--- src/rtl/ws2812b_pkg.sv ---
// Shared types and 50 MHz timing defaults for the WS2812B frame timer.
package ws2812b_pkg;

    localparam int BITS_PER_WORD    = 24;
    localparam int DEF_CLK_DIV_BIT  = 62;
    localparam int DEF_LATCH_CYCLES = 3000;
    localparam int DEF_LEN_W        = 10;

    typedef enum logic [1:0] {
        IDLE  = 2'd0,
        LOAD  = 2'd1,
        BIT   = 2'd2,
        LATCH = 2'd3
    } state_t;

endpackage

--- src/rtl/ws2812b_slot_counter.sv ---
// Modulo-MODULUS counter with a terminal-count flag; clr has priority over en.
module ws2812b_slot_counter #(
    parameter int MODULUS = 2,
    parameter int W       = (MODULUS > 1) ? $clog2(MODULUS) : 1
) (
    input  logic         clk,
    input  logic         rst,
    input  logic         clr,
    input  logic         en,
    output logic [W-1:0] count,
    output logic         tc
);

    localparam logic [W-1:0] LAST = W'(MODULUS - 1);
    localparam logic [W-1:0] ONE  = W'(1);

    assign tc = (count == LAST);

    // Count register: wraps to zero after the terminal value.
    always_ff @(posedge clk or posedge rst) begin
        if (rst) begin
            count <= '0;
        end else if (clr) begin
            count <= '0;
        end else if (en) begin
            count <= tc ? '0 : (count + ONE);
        end else begin
            count <= count;
        end
    end

endmodule

--- src/rtl/ws2812b_frame_timer.sv ---
// Bit-slot / word-load trigger generator for the WS2812B transmitter.
// Optional build macro WS2812B_AUTO_REFRESH_EN repeats frames while start is held.
module ws2812b_frame_timer
    import ws2812b_pkg::*;
#(
    parameter int CLK_DIV_BIT  = DEF_CLK_DIV_BIT,
    parameter int LATCH_CYCLES = DEF_LATCH_CYCLES,
    parameter int LEN_W        = DEF_LEN_W
) (
    input  logic             clk,
    input  logic             reset,
    input  logic             start,
    input  logic [LEN_W-1:0] frame_len,
    input  logic             abort,
    output logic             btrig,
    output logic             wtrig,
    output logic             busy,
    output logic             frame_done,
    output logic [LEN_W-1:0] word_idx
);

    localparam int DIV_W = $clog2(CLK_DIV_BIT);
    localparam int BIT_W = $clog2(BITS_PER_WORD);
    localparam int LAT_W = (LATCH_CYCLES > 1) ? $clog2(LATCH_CYCLES) : 1;

    localparam logic [DIV_W-1:0] DIV_PRE  = DIV_W'(CLK_DIV_BIT - 2);
    localparam logic [BIT_W-1:0] BIT_LAST = BIT_W'(BITS_PER_WORD - 1);
    localparam logic [BIT_W-1:0] BIT_ONE  = BIT_W'(1);
    localparam logic [LAT_W-1:0] LAT_PRE  = LAT_W'((LATCH_CYCLES > 1) ? (LATCH_CYCLES - 2) : 0);
    localparam logic [LEN_W-1:0] LEN_ONE  = LEN_W'(1);
    localparam logic             LAT_ONE  = (LATCH_CYCLES == 1);

    state_t             state_r;
    logic [BIT_W-1:0]   bit_r;
    logic [LEN_W-1:0]   len_r;
    logic [DIV_W-1:0]   div_count_s;
    logic               div_tc_s;
    logic [LAT_W-1:0]   lat_count_s;
    logic               lat_tc_s;
    logic               div_run_s;
    logic               lat_run_s;
`ifdef WS2812B_AUTO_REFRESH_EN
    logic               stop_r;
`endif

    assign div_run_s = (state_r == BIT);
    assign lat_run_s = (state_r == LATCH);

    ws2812b_slot_counter #(
        .MODULUS (CLK_DIV_BIT),
        .W       (DIV_W)
    ) u_div (
        .clk   (clk),
        .rst   (reset),
        .clr   (!div_run_s),
        .en    (div_run_s),
        .count (div_count_s),
        .tc    (div_tc_s)
    );

    ws2812b_slot_counter #(
        .MODULUS (LATCH_CYCLES),
        .W       (LAT_W)
    ) u_latch (
        .clk   (clk),
        .rst   (reset),
        .clr   (!lat_run_s),
        .en    (lat_run_s),
        .count (lat_count_s),
        .tc    (lat_tc_s)
    );

    // Frame FSM; every output is registered from the state of the coming clock.
    always_ff @(posedge clk or posedge reset) begin
        if (reset) begin
            state_r    <= IDLE;
            bit_r      <= '0;
            len_r      <= '0;
            btrig      <= 1'b0;
            wtrig      <= 1'b0;
            busy       <= 1'b0;
            frame_done <= 1'b0;
            word_idx   <= '0;
`ifdef WS2812B_AUTO_REFRESH_EN
            stop_r     <= 1'b0;
`endif
        end else begin
            btrig      <= 1'b0;
            wtrig      <= 1'b0;
            frame_done <= 1'b0;
            case (state_r)
                IDLE: begin
                    word_idx <= '0;
                    if (start && (frame_len != '0)) begin
                        len_r   <= frame_len;
                        state_r <= LOAD;
                        wtrig   <= 1'b1;
                        busy    <= 1'b1;
`ifdef WS2812B_AUTO_REFRESH_EN
                        stop_r  <= 1'b0;
`endif
                    end else begin
                        busy <= 1'b0;
                    end
                end
                LOAD: begin
                    bit_r <= '0;
                    if (abort) begin
                        state_r    <= LATCH;
                        frame_done <= LAT_ONE;
`ifdef WS2812B_AUTO_REFRESH_EN
                        stop_r     <= 1'b1;
`endif
                    end else begin
                        state_r <= BIT;
                        btrig   <= 1'b1;
                    end
                end
                BIT: begin
                    if (abort) begin
                        state_r    <= LATCH;
                        frame_done <= LAT_ONE;
`ifdef WS2812B_AUTO_REFRESH_EN
                        stop_r     <= 1'b1;
`endif
                    end else if (div_tc_s) begin
                        // wtrig high now means this clock is a word boundary, not the frame end.
                        if (bit_r != BIT_LAST) begin
                            bit_r <= bit_r + BIT_ONE;
                            btrig <= 1'b1;
                        end else if (wtrig) begin
                            bit_r <= '0;
                            btrig <= 1'b1;
                        end else begin
                            state_r    <= LATCH;
                            frame_done <= LAT_ONE;
                        end
                    end else if ((div_count_s == DIV_PRE) && (bit_r == BIT_LAST) &&
                                 (word_idx != (len_r - LEN_ONE))) begin
                        wtrig    <= 1'b1;
                        word_idx <= word_idx + LEN_ONE;
                    end
                end
                LATCH: begin
                    frame_done <= (lat_count_s == LAT_PRE) && !lat_tc_s;
`ifdef WS2812B_AUTO_REFRESH_EN
                    if (abort) begin
                        stop_r <= 1'b1;
                    end
                    if (lat_tc_s) begin
                        word_idx <= '0;
                        if (start && !stop_r && !abort) begin
                            state_r <= LOAD;
                            wtrig   <= 1'b1;
                        end else begin
                            state_r <= IDLE;
                            busy    <= 1'b0;
                        end
                    end
`else
                    if (lat_tc_s) begin
                        word_idx <= '0;
                        state_r  <= IDLE;
                        busy     <= 1'b0;
                    end
`endif
                end
                default: begin
                    state_r  <= IDLE;
                    busy     <= 1'b0;
                    word_idx <= '0;
                end
            endcase
        end
    end

endmodule

--- config.mk ---
export PLATFORM = sky130hd
export DESIGN_NAME = ws2812b_frame_timer
export DESIGN_NICKNAME = d
export VERILOG_FILES = /design/src/rtl/ws2812b_pkg.sv /design/src/rtl/ws2812b_slot_counter.sv /design/src/rtl/ws2812b_frame_timer.sv
export SDC_FILE = /design/constraint.sdc
export NUM_CORES = 1
export LEC_CHECK = 0
export CAP_MARGIN = 5
export CORE_ASPECT_RATIO = 1.5
export CORE_MARGIN = 2
export CORE_UTILIZATION = 30
export CTS_CLUSTER_SIZE = 12
export DETAILED_ROUTE_END_ITERATION = 8
export GPL_TIMING_DRIVEN = 0
export PLACE_DENSITY = 0.51
export SETUP_SLACK_MARGIN = 0.02
export SYNTH_ARGS = -nofsm -noshare
export SYNTH_HDL_FRONTEND = slang
export SYNTH_SLANG_ARGS = --single-unit
--- constraint.sdc ---
create_clock -name clk -period 6.6 [get_ports clk]
set_input_delay 0.66 -clock clk [delete_from_list [all_inputs] [get_ports clk]]
set_output_delay 0.66 -clock clk [all_outputs]
set_load 0.02 [all_outputs]
==> impl_metrics.env, run 1 <==
export IMPL_yosysWarnings=0
export IMPL_start_kind="flop"
export IMPL_synth_area_per_cell_um2=9.111
export IMPL_clockPowerShare_pct=23.0
export IMPL_power_net_switching_uw=426.1
export IMPL_cts_hold_buffers_added=0
export IMPL_met2WireLength_mm=3.487
export IMPL_skew_ps=8.985
export IMPL_pre_cts_ws_ps=3544
export IMPL_final_core_util_pct=37.09
export IMPL_cts_max_path_buffers=2
export IMPL_synth_enable_flop_cells=0
export IMPL_clock_sinks=49
export IMPL_critPathArrivalTime_ps=3320
export IMPL_critical_path_class="flop to flop"
export IMPL_dieWidth_um=83.99
export IMPL_initialDrtViolationCount=86
export IMPL_grt_max_degree=40
export IMPL_port_buffers=27
export IMPL_antenna_found_initial=0
export IMPL_finalSetupViolations=0
export IMPL_cts_root_buf="clkbuf_16"
export IMPL_max_freq_mhz=321.6
export IMPL_highest_layer="met4"
export IMPL_async_reset_ff_share_pct=100.0
export IMPL_drv_max_cap_violation_count=0
export IMPL_worstSetupEndpointType="flop"
export IMPL_die_area_um2=10410
export IMPL_rows=43
export IMPL_pwr_share_comb_pct=40.1
export IMPL_fin_cells=464
export IMPL_crit_path_max_fanout=10
export IMPL_met3_wirelength_um=159
export IMPL_grt_pass1_vias=2368
export IMPL_fin_setup_tns_ps=0
export IMPL_die_h_um=124.0
export IMPL_wl_per_cell_um=14.00
export IMPL_clk_pin_slew_worst_paths_ps=70
export IMPL_tightest_slew_ps=576.2
export IMPL_placed_cells=456
export IMPL_grt_ovfl_total=0
export IMPL_cts_tree="yes"
export IMPL_slew_headroom_pct=61.45
export IMPL_seqPwrFrac_pct=36.9
export IMPL_slew_violations=0
export IMPL_place_hpwl_mm=4.890
export IMPL_rsz0062_at_grt="no"
export IMPL_track_usage_pct=13.39
export IMPL_pin_count=28
export IMPL_drc_errors=0
export IMPL_p_sw_share_pct=38.48
export IMPL_status="completed"
export IMPL_detail_route_vias_per_cell=5.123
export IMPL_p_per_area_nw_per_um2=320.8
export IMPL_layout_commonest_cell="dfrtp_1"
export IMPL_hold_viol=0
export IMPL_synth_cell_area_um2=2879
export IMPL_layout_common_cells="dfrtp_1, nand2_1, nor2_1, clkdlybuf4s50_1, nand3_1"
export IMPL_gp_congestion=0.7774
export IMPL_p_leak_uw=0.001464
export IMPL_ys_seq_area_share_pct=42.59
export IMPL_grt_pass1_wl_mm=11.12
export IMPL_postRouteAntennaNets=0
export IMPL_nNetsFinal=377
export IMPL_cts_resized=0
export IMPL_min_path_type="flop to flop"
export IMPL_met1_length_mm=2.721
export IMPL_fin_crit_sh_pct=47.11
export IMPL_areaGrowthSynthToFinish_pct=19.90
export IMPL_dr_total_vias=2377
export IMPL_core_um2=9308
export IMPL_initial_core_util_pct=30.93
export IMPL_drive_gt1_share_pct=7.102
export IMPL_intPower_uw=681.3
export IMPL_ys_types=55
export IMPL_post_cts_setup_buffers=0
export IMPL_syn_inst=316
export IMPL_cts_buffers=5
export IMPL_dr_pass1_iters=4
export IMPL_required_ps=6810
export IMPL_htreeDepth=2
export IMPL_synth_seq_cells=49
export IMPL_fin_crit_ps=3109
export IMPL_ys_flop_type="dfrtp_1"
export IMPL_synthesis_nets=342
export IMPL_routed_wl_mm=6.494
export IMPL_irDropWorstVdd_uv=126.6
export IMPL_fin_ws_ps=3491
export IMPL_antenna_cells=0
export IMPL_clk_latency_ps=300
==> cell type report <==
type | count | area, µm²
inverters | 14 | 52.55
multi-input cells | 243 | 1551
plain buffers | 10 | 48.80
clock buffers | 5 | 125.1
repair buffers | 28 | 290.3
clock inverters | 3 | 17.52
flip-flops and latches | 49 | 1226
well taps | 112 | 140.1
fillers | 960 | 5856
==> sequential cells by signal, summed over array words and instances, names as in the netlist <==
name	flops
wtrig	1
u_latch.count	12
busy	1
btrig	1
u_div.count	6
frame_done	1
bit_r	5
len_r	10
word_idx	10
state_r	2
==> cell usage after synthesis (2+ instances only) <==
| cell | instances | area (µm²) |
|---|---|---|
| a21o_1 | 3 | 22.52 |
| buf_4 | 2 | 15.01 |
| o21ai_0 | 17 | 85.08 |
| nand3_1 | 20 | 100.1 |
| nor4_1 | 3 | 18.77 |
| nor2b_1 | 2 | 12.51 |
| nor3_1 | 7 | 35.03 |
| dfrtp_1 | 49 | 1226 |
| a31oi_1 | 3 | 18.77 |
| xor2_1 | 17 | 148.9 |
| nor2_1 | 30 | 112.6 |
| o31ai_1 | 4 | 30.03 |
| ha_1 | 12 | 150.1 |
| nand2_1 | 40 | 150.1 |
| o21a_1 | 2 | 15.01 |
| or3_1 | 9 | 56.30 |
| nand4_1 | 4 | 25.02 |
| a21oi_1 | 11 | 55.05 |
| and3_1 | 9 | 56.30 |
| clkbuf_2 | 2 | 10.01 |
| or4_1 | 3 | 22.52 |
| xnor2_1 | 10 | 87.58 |
| nand2b_1 | 4 | 25.02 |
| clkbuf_1 | 5 | 18.77 |
| mux2_2 | 5 | 56.30 |
| inv_1 | 13 | 48.80 |
| a2111oi_0 | 2 | 17.52 |
==> per-layer routing <==
layer | vias to the layer above | track usage, %
li1 | 1184 | -
met1 | 1156 | 15.00
met2 | 30 | 24.70
met3 | 7 | 2.386
met4 | 0 | 6.149
met5 | - | 0
==> logic make-up after synthesis <==
group | share of synthesized area (%)
XOR/XNOR | 8.214
AO/OA/AOI/OAI | 13.26
buffers and inverters | 3.520
multiplexers | 2.303
AND/OR/NAND/NOR | 24.90
flip-flops | 42.59
adder cells (fa/ha/maj) | 5.215
==> power by group through the flow <==
| stage | registers, µW | clock network [µW] | logic, µW |
|---|---|---|---|
| after floorplan | 408 | 0 | 335 |
| after global placement | 415 | 0 | 440 |
| after detailed placement | 416 | 0 | 447 |
| after CTS | 410 | 266 | 453 |
| after global routing | 420 | 272 | 508 |
| final | 409 | 255 | 444 |
==> critical path: stages (launching register included) <==
cell	delay (ps)
dfrtp_1	420
inv_1	80
ha_1	140
clkbuf_2	180
or4b_1	440
clkbuf_2	170
a2111oi_0	420
o32ai_1	180
o21ai_0	250
and3_1	190
buf_4	140
buf_4	170
o21ai_0	100
a21oi_1	150
==> stage by stage <==
stage / total power (µW) / area [µm²] / hold slack [ps]
2_1_floorplan: 743.2 / 2879 / 451.0
3_3_place_gp: 855.1 / 3289 / 483.6
3_5_place_dp: 863.7 / 3309 / 485.1
4_1_cts: 1128 / 3452 / 494.0
5_1_grt: 1201 / 3452 / 500.3
6_report: 1107 / 3452 / 489.9
==> path summary, 6_finish.rpt <==
kind / startpoint / end / slack [ps] / depth (start not counted)
max reg2reg: len_r[0] / word_idx[2] / 3490 / 13
min reg2reg: bit_r[4] / bit_r[4] / 490 / 1
min in group asynchronous: reset / u_latch.count[5] / 610 / 2
max in group asynchronous: reset / word_idx[2] / 5510 / 3
min: bit_r[4] / bit_r[4] / 490 / 1
max: len_r[0] / word_idx[2] / 3490 / 13
(Power assumes the default switching activity.)
==> inputs of run 2 (changes only) <==
Settings changed: PLACE_DENSITY 0.51 to 0.53.
Clock period 6.6 ns to 2.5 ns, I/O delays scaled along.
==> run 2 against run 1 <==
The run now ends with setup timing left. Wire length rose by 4.8%. Sequential power grew to 2.7 times the previous value. Via count rose by 1.4%. Die area unchanged. Register-to-register slack worse by 3600 ps. Critical path depth shrank 6. Sequential cell count unchanged. Combinational power increased to 3.3 times the previous value. Hold slack lost 170 ps. Clock skew decreased by 5.4 ps.
==> impl_metrics.env, run 2 (synthesized netlist as in run 1, its figures left out) <==
export IMPL_status="finished with violations"
export IMPL_violations="setup timing"
export IMPL_drc_errors=0
export IMPL_grt_pass1_vias=2537
export IMPL_antenna_found_initial=0
export IMPL_slew_headroom_pct=61.66
export IMPL_die_h_um=124.0
export IMPL_largest_reg_flops=12
export IMPL_nNetsFinal=389
export IMPL_skew_ps=3.624
export IMPL_pin_count=28
export IMPL_die_area_um2=10410
export IMPL_areaGrowthSynthToFinish_pct=30.73
export IMPL_place_hpwl_mm=5.041
export IMPL_cts_buffers=5
export IMPL_clk_pin_slew_worst_paths_ps=70
export IMPL_top_regs="u_latch.count x12, len_r x10, word_idx x10"
export IMPL_postRouteAntennaNets=0
export IMPL_hold_viol=0
export IMPL_drv_max_cap_violation_count=0
export IMPL_top_register="u_latch.count"
export IMPL_holdWs_ps=318.7
export IMPL_worstSetupEndpointType="flop"
export IMPL_start_kind="flop"
export IMPL_fin_crit_ps=2586
export IMPL_p_leak_uw=0.001544
export IMPL_min_path_type="input port to asynchronous set/reset pin"
export IMPL_finalSetupViolations=11
export IMPL_grt_max_degree=26
export IMPL_required_ps=2720
export IMPL_cts_max_path_buffers=2
export IMPL_max_freq_mhz=386.7
export IMPL_layout_commonest_cell="dfrtp_1"
export IMPL_initialDrtViolationCount=104
export IMPL_clock_sinks=49
export IMPL_detail_route_vias_per_cell=5.065
export IMPL_dr_total_vias=2411
export IMPL_drive_gt1_share_pct=17.31
export IMPL_wl_per_cell_um=14.30
export IMPL_clk_latency_ps=290
export IMPL_fin_crit_sh_pct=103.4
export IMPL_layout_common_cells="dfrtp_1, nand2_1, nor2_1, clkdlybuf4s50_1, nand3_1"
export IMPL_rsz0062_at_grt="yes"
export IMPL_initial_core_util_pct=30.93
export IMPL_htreeDepth=2
export IMPL_port_buffers=27
export IMPL_regToRegStartpoint="u_latch.count[6]"
export IMPL_antenna_cells=0
export IMPL_crit_start="u_latch.count[6]"
export IMPL_grt_ovfl_total=0
export IMPL_cts_tree="yes"
export IMPL_cts_hold_buffers_added=0
export IMPL_grt_pass1_wl_mm=11.80
export IMPL_critPathArrivalTime_ps=2810
export IMPL_dpl_cell_area_um2=3359
export IMPL_cts_root_buf="clkbuf_16"
export IMPL_power_uw=3264
export IMPL_slew_violations=0
export IMPL_crit_path_max_fanout=4
export IMPL_core_um2=9308
export IMPL_tightest_slew_ps=573.0
export IMPL_fin_setup_tns_ps=-588.3
export IMPL_p_per_area_nw_per_um2=867.3
export IMPL_routed_wl_mm=6.808
export IMPL_critical_path_class="flop to flop"
export IMPL_irDropWorstVdd_uv=384.3
export IMPL_dieWidth_um=83.99
export IMPL_track_usage_pct=14.11
export IMPL_fin_ws_ps=-86.13
export IMPL_fill_cells=941
export IMPL_fin_area_um2=3764
export IMPL_dr_pass1_iters=4
export IMPL_rows=43
export IMPL_gp_congestion=0.7581
==> run 2: cell count changes in the layout (fill, tap and decap cells not counted), sizes merged <==
cell / delta
clkinv: -2
clkinvlp: +2
buf: +14
clkbuf: -2
==> run 2: through the flow <==
stage / util [%] / cells / setup slack (ps)
finish: 40.44 / 476 / -86.13
global route: 40.44 / 476 / -211.8
CTS: 39.05 / 472 / -209.8
detailed placement: 36.09 / 456 / -410.8
global placement: 35.88 / 455 / -369.4
floorplan: - / 316 / -152.1
==> run 2: critical path, stage by stage (launching register included) <==
cell       delay, ps
dfrtp_1          410
nand4bb_4        260
o41ai_4          490
nand2b_4          80
or3_4            370
or4_4            420
or3_4            340
a21oi_2          140
==> run 2: routing by layer <==
layer	GRT usage (%)	wire length (µm)
met1	15.03	2800
met4	5.544	126
met2	27.45	3726
met3	2.452	155
met5	0	0
==> run 2: timing repair <==
| item | CTS | global route |
|---|---|---|
| gates cloned | 1 | 0 |
| buffers inserted | 9 | 6 |
| gates resized for setup | 20 | 21 |
| pin swaps | 16 | 20 |
| endpoints found under the setup margin | 11 | 12 |
==> run 2: final cells by class <==
type	instances	area [µm²]	area share (%)
Clock buffer	5	125.1	3.324
Tap cell	112	140.1	3.723
Inverter	14	52.55	1.396
Multi-Input combinational cell	243	1734	46.08
Sequential cell	49	1229	32.65
Buffer	6	30.03	0.7979
Timing Repair Buffer	44	430.4	11.44
Clock inverter	3	22.52	0.5984
==> run 2: report_power, final <==
part | switching [µW] | internal [µW] | leakage (µW)
clock | 312 | 371 | 0.0000621
sequential | 167 | 936 | 0.000655
combinational | 779 | 698 | 0.000828
==> run 2: worst paths after layout <==
path | to | slack (ps) | cells past startpoint
min | u_latch.count[5] | 320 | 2
min in group clk | bit_r[4] | 490 | 1
max in group asynchronous | len_r[2] | 1650 | 3
min reg2reg | bit_r[4] | 490 | 1
max | word_idx[9] | -90 | 7
max reg2reg | word_idx[9] | -90 | 7
==> inputs of run 3 (changes only) <==
Settings changed: ABC_CLOCK_PERIOD_IN_PS from default to 2500.
==> results of run 3 <==
No change in the layout: final DEF, timing and power equal those of run 2.
==> RTL change (settings of run 2) <==
The option `WS2812B_AUTO_REFRESH_EN` is turned on by a define.
--- a/src/rtl/ws2812b_frame_timer.sv
+++ b/src/rtl/ws2812b_frame_timer.sv
@@ -1,5 +1,7 @@
 // Bit-slot / word-load trigger generator for the WS2812B transmitter.
 // Optional build macro WS2812B_AUTO_REFRESH_EN repeats frames while start is held.
+`define WS2812B_AUTO_REFRESH_EN
+
 module ws2812b_frame_timer
     import ws2812b_pkg::*;
 #(
Function: same outputs for any inputs over 10 cycles, from zero or initial values and one cycle with reset high; that may be too few to reach the edited logic, so the function may still have changed.
==> RTL change against run 2 <==
  * Routed wire length up 6.1%
  * Worst setup slack better by 0.19 ns
  * Sequential share of layout area up 1.3 points
  * Power up 2.9%
  * Clock power down 1%
  * Synthesized area up 3.2%
  * Cell area down 2.0%
  * Sequential cell count up 1
  * Maximum frequency up 7.8%
  * Sequential power up 5%
  * Critical path type unchanged
==> RTL change: results (changes against run 2) <==
| Metric | Value |
|---|---|
| Synth top cells by count | 50 x dfrtp_1, 29 x nor2_1, 27 x nand2_1 |
| Largest net degree at the start of global routing | 39 (+50%) |
| GRT met2 Usage | 0.245 (-0.0291) |
| Vias in the first global route | 2471 (-2.6%) |
| Worst Skew | 0.00942 ns (+0.00579 ns) |
| Clock Tree Buf Depth | 2 (unchanged) |
| Pint | 2.04 mW (+1.5%) |
| CP startpoint | len_r[5]$_DFFE_PP0P_ |
| Met3 Use GR | 0.0197 (-0.00486) |
| Worst slew pin tran | 0.577 ns (+0.00377 ns) |
| Setup TNS | 0 ns (+0.588 ns) |
| Fin cells | 471 (-1.1%) |
| HPWL after detailed placement | 5260 µm (+4.4%) |
| Max IR drop VDD | 0.000463 V (+20%) |
| Fraction of layout cells with a size suffix above 1 | 0.163 (-0.0102) |
| DP Area | 3410 µm² (+1.4%) |
| Crit path DAT | 2.63 ns (-0.18 ns) |
| Clock Latency Late Sink | 0.29 ns (about the same) |
| Synth cell types | 49 (-11%) |
| Via Count | 2431 (+0.83%) |
| Critical Path Fanout Max | 8 (+4) |
| CTS clock-pin slew for the worst setup and hold paths | 0.07 ns (about the same) |
| Nets | 382 (-1.8%) |
| Area contributors post-synth | dfrtp_1 42%, xor2_1 5.3%, ha_1 5.1%, nand3_1 3.9%, mux2_2 3.8% |
| GR Layer Usage met1 | 0.155 (+0.00427) |
| Place WS | -0.192 ns (+0.219 ns) |
| Gpl congestion | 0.758 (about the same) |
| GRT Resource Usage Total | 0.137 (-0.00412) |
| TritonRoute pass-1 iters | 5 (+1) |
| Sequential cell area fraction in the yosys report | 0.421 (-0.00485) |
| Routed wire length | 7220 µm (+6.1%) |
| Wire length of the first global-routing pass | 11800 µm (about the same) |
| Net Count, Synth | 339 (-0.88%) |
| DRT iter0 DRCs | 90 (-13%) |
| Leakage | 1.60 nW (+3.3%) |
| Placed cells | 456 (unchanged) |
| Status | finished clean |
| Post-Syn Area per Cell | 9.49 µm² (+4.2%) |
## RTL change: cells by family (layout without fill, tap and decap cells)
| group | Yosys count | after routing | synth area share |
|---|---|---|---|
| buffers and inverters | 24 | 67 | 0.0366 |
| multiplexers | 17 | 17 | 0.0615 |
| AND/OR/NAND/NOR | 136 | 136 | 0.237 |
| XOR/XNOR | 26 | 26 | 0.0817 |
| AO/OA/AOI/OAI | 48 | 48 | 0.112 |
| flip-flops | 50 | 50 | 0.421 |
| adder cells (fa/ha/maj) | 12 | 12 | 0.0505 |
## RTL change: timing repair
| action | in CTS | in global routing |
|---|---|---|
| endpoints found under the setup margin | 10 | 12 |
| pin swaps | 3 | 8 |
| buffers inserted | 1 | 7 |
| cloned | 0 | 1 |
| resized for setup | 7 | 12 |
## RTL change: routing by layer
layer / routed length, µm / vias up / share of wire
met2: 3720 / 42 / 0.52
met3: 169 / 19 / 0.023
met1: 3020 / 1183 / 0.42
met5: 0 / - / 0
met4: 312 / 0 / 0.043
li1: - / 1187 / -
## RTL change: layout make-up
class | instances | area (µm²)
buffer | 6 | 41.3
clock buffer | 5 | 125
clock inverter | 2 | 13.8
fill | 978 | 6000
inverter | 17 | 63.8
multi-input combinational | 239 | 1690
sequential | 50 | 1250
tap | 115 | 144
timing repair buffer | 37 | 355
## RTL change: final timing paths
path / to / slack [ns] / cells past startpoint
min reg2reg: bit_r[4]$_DFFE_PP0P_ / 0.49 / 1
max reg2reg: word_idx[9]$_DFFE_PP0P_ / 0.1 / 7
max: word_idx[9]$_DFFE_PP0P_ / 0.1 / 7
min in group clk: bit_r[4]$_DFFE_PP0P_ / 0.49 / 1
max in group asynchronous: word_idx[1]$_DFFE_PP0P_ / 1.76 / 3
min: len_r[2]$_DFFE_PP0P_ / 0.22 / 2
## RTL change: worst max-delay path, cell delays in order (launching register included)
cell and delay, ns:
dfrtp_1 0.44, nor4_4 0.43, nand2_1 0.11, mux2i_1 0.14, a211o_1 0.31, a21bo_4 0.25, or4_1 0.52, a21oi_2 0.14
## RTL change: power groups by stage
| stage | clock, mW | combinational (mW) | sequential [mW] |
|---|---|---|---|
| 2_1_floorplan | 0 | 0.973 | 1.13 |
| 3_3_place_gp | 0 | 1.27 | 1.17 |
| 3_5_place_dp | 0 | 1.30 | 1.17 |
| 4_1_cts | 0.687 | 1.36 | 1.16 |
| 5_1_grt | 0.728 | 1.70 | 1.17 |
| 6_report | 0.674 | 1.54 | 1.15 |
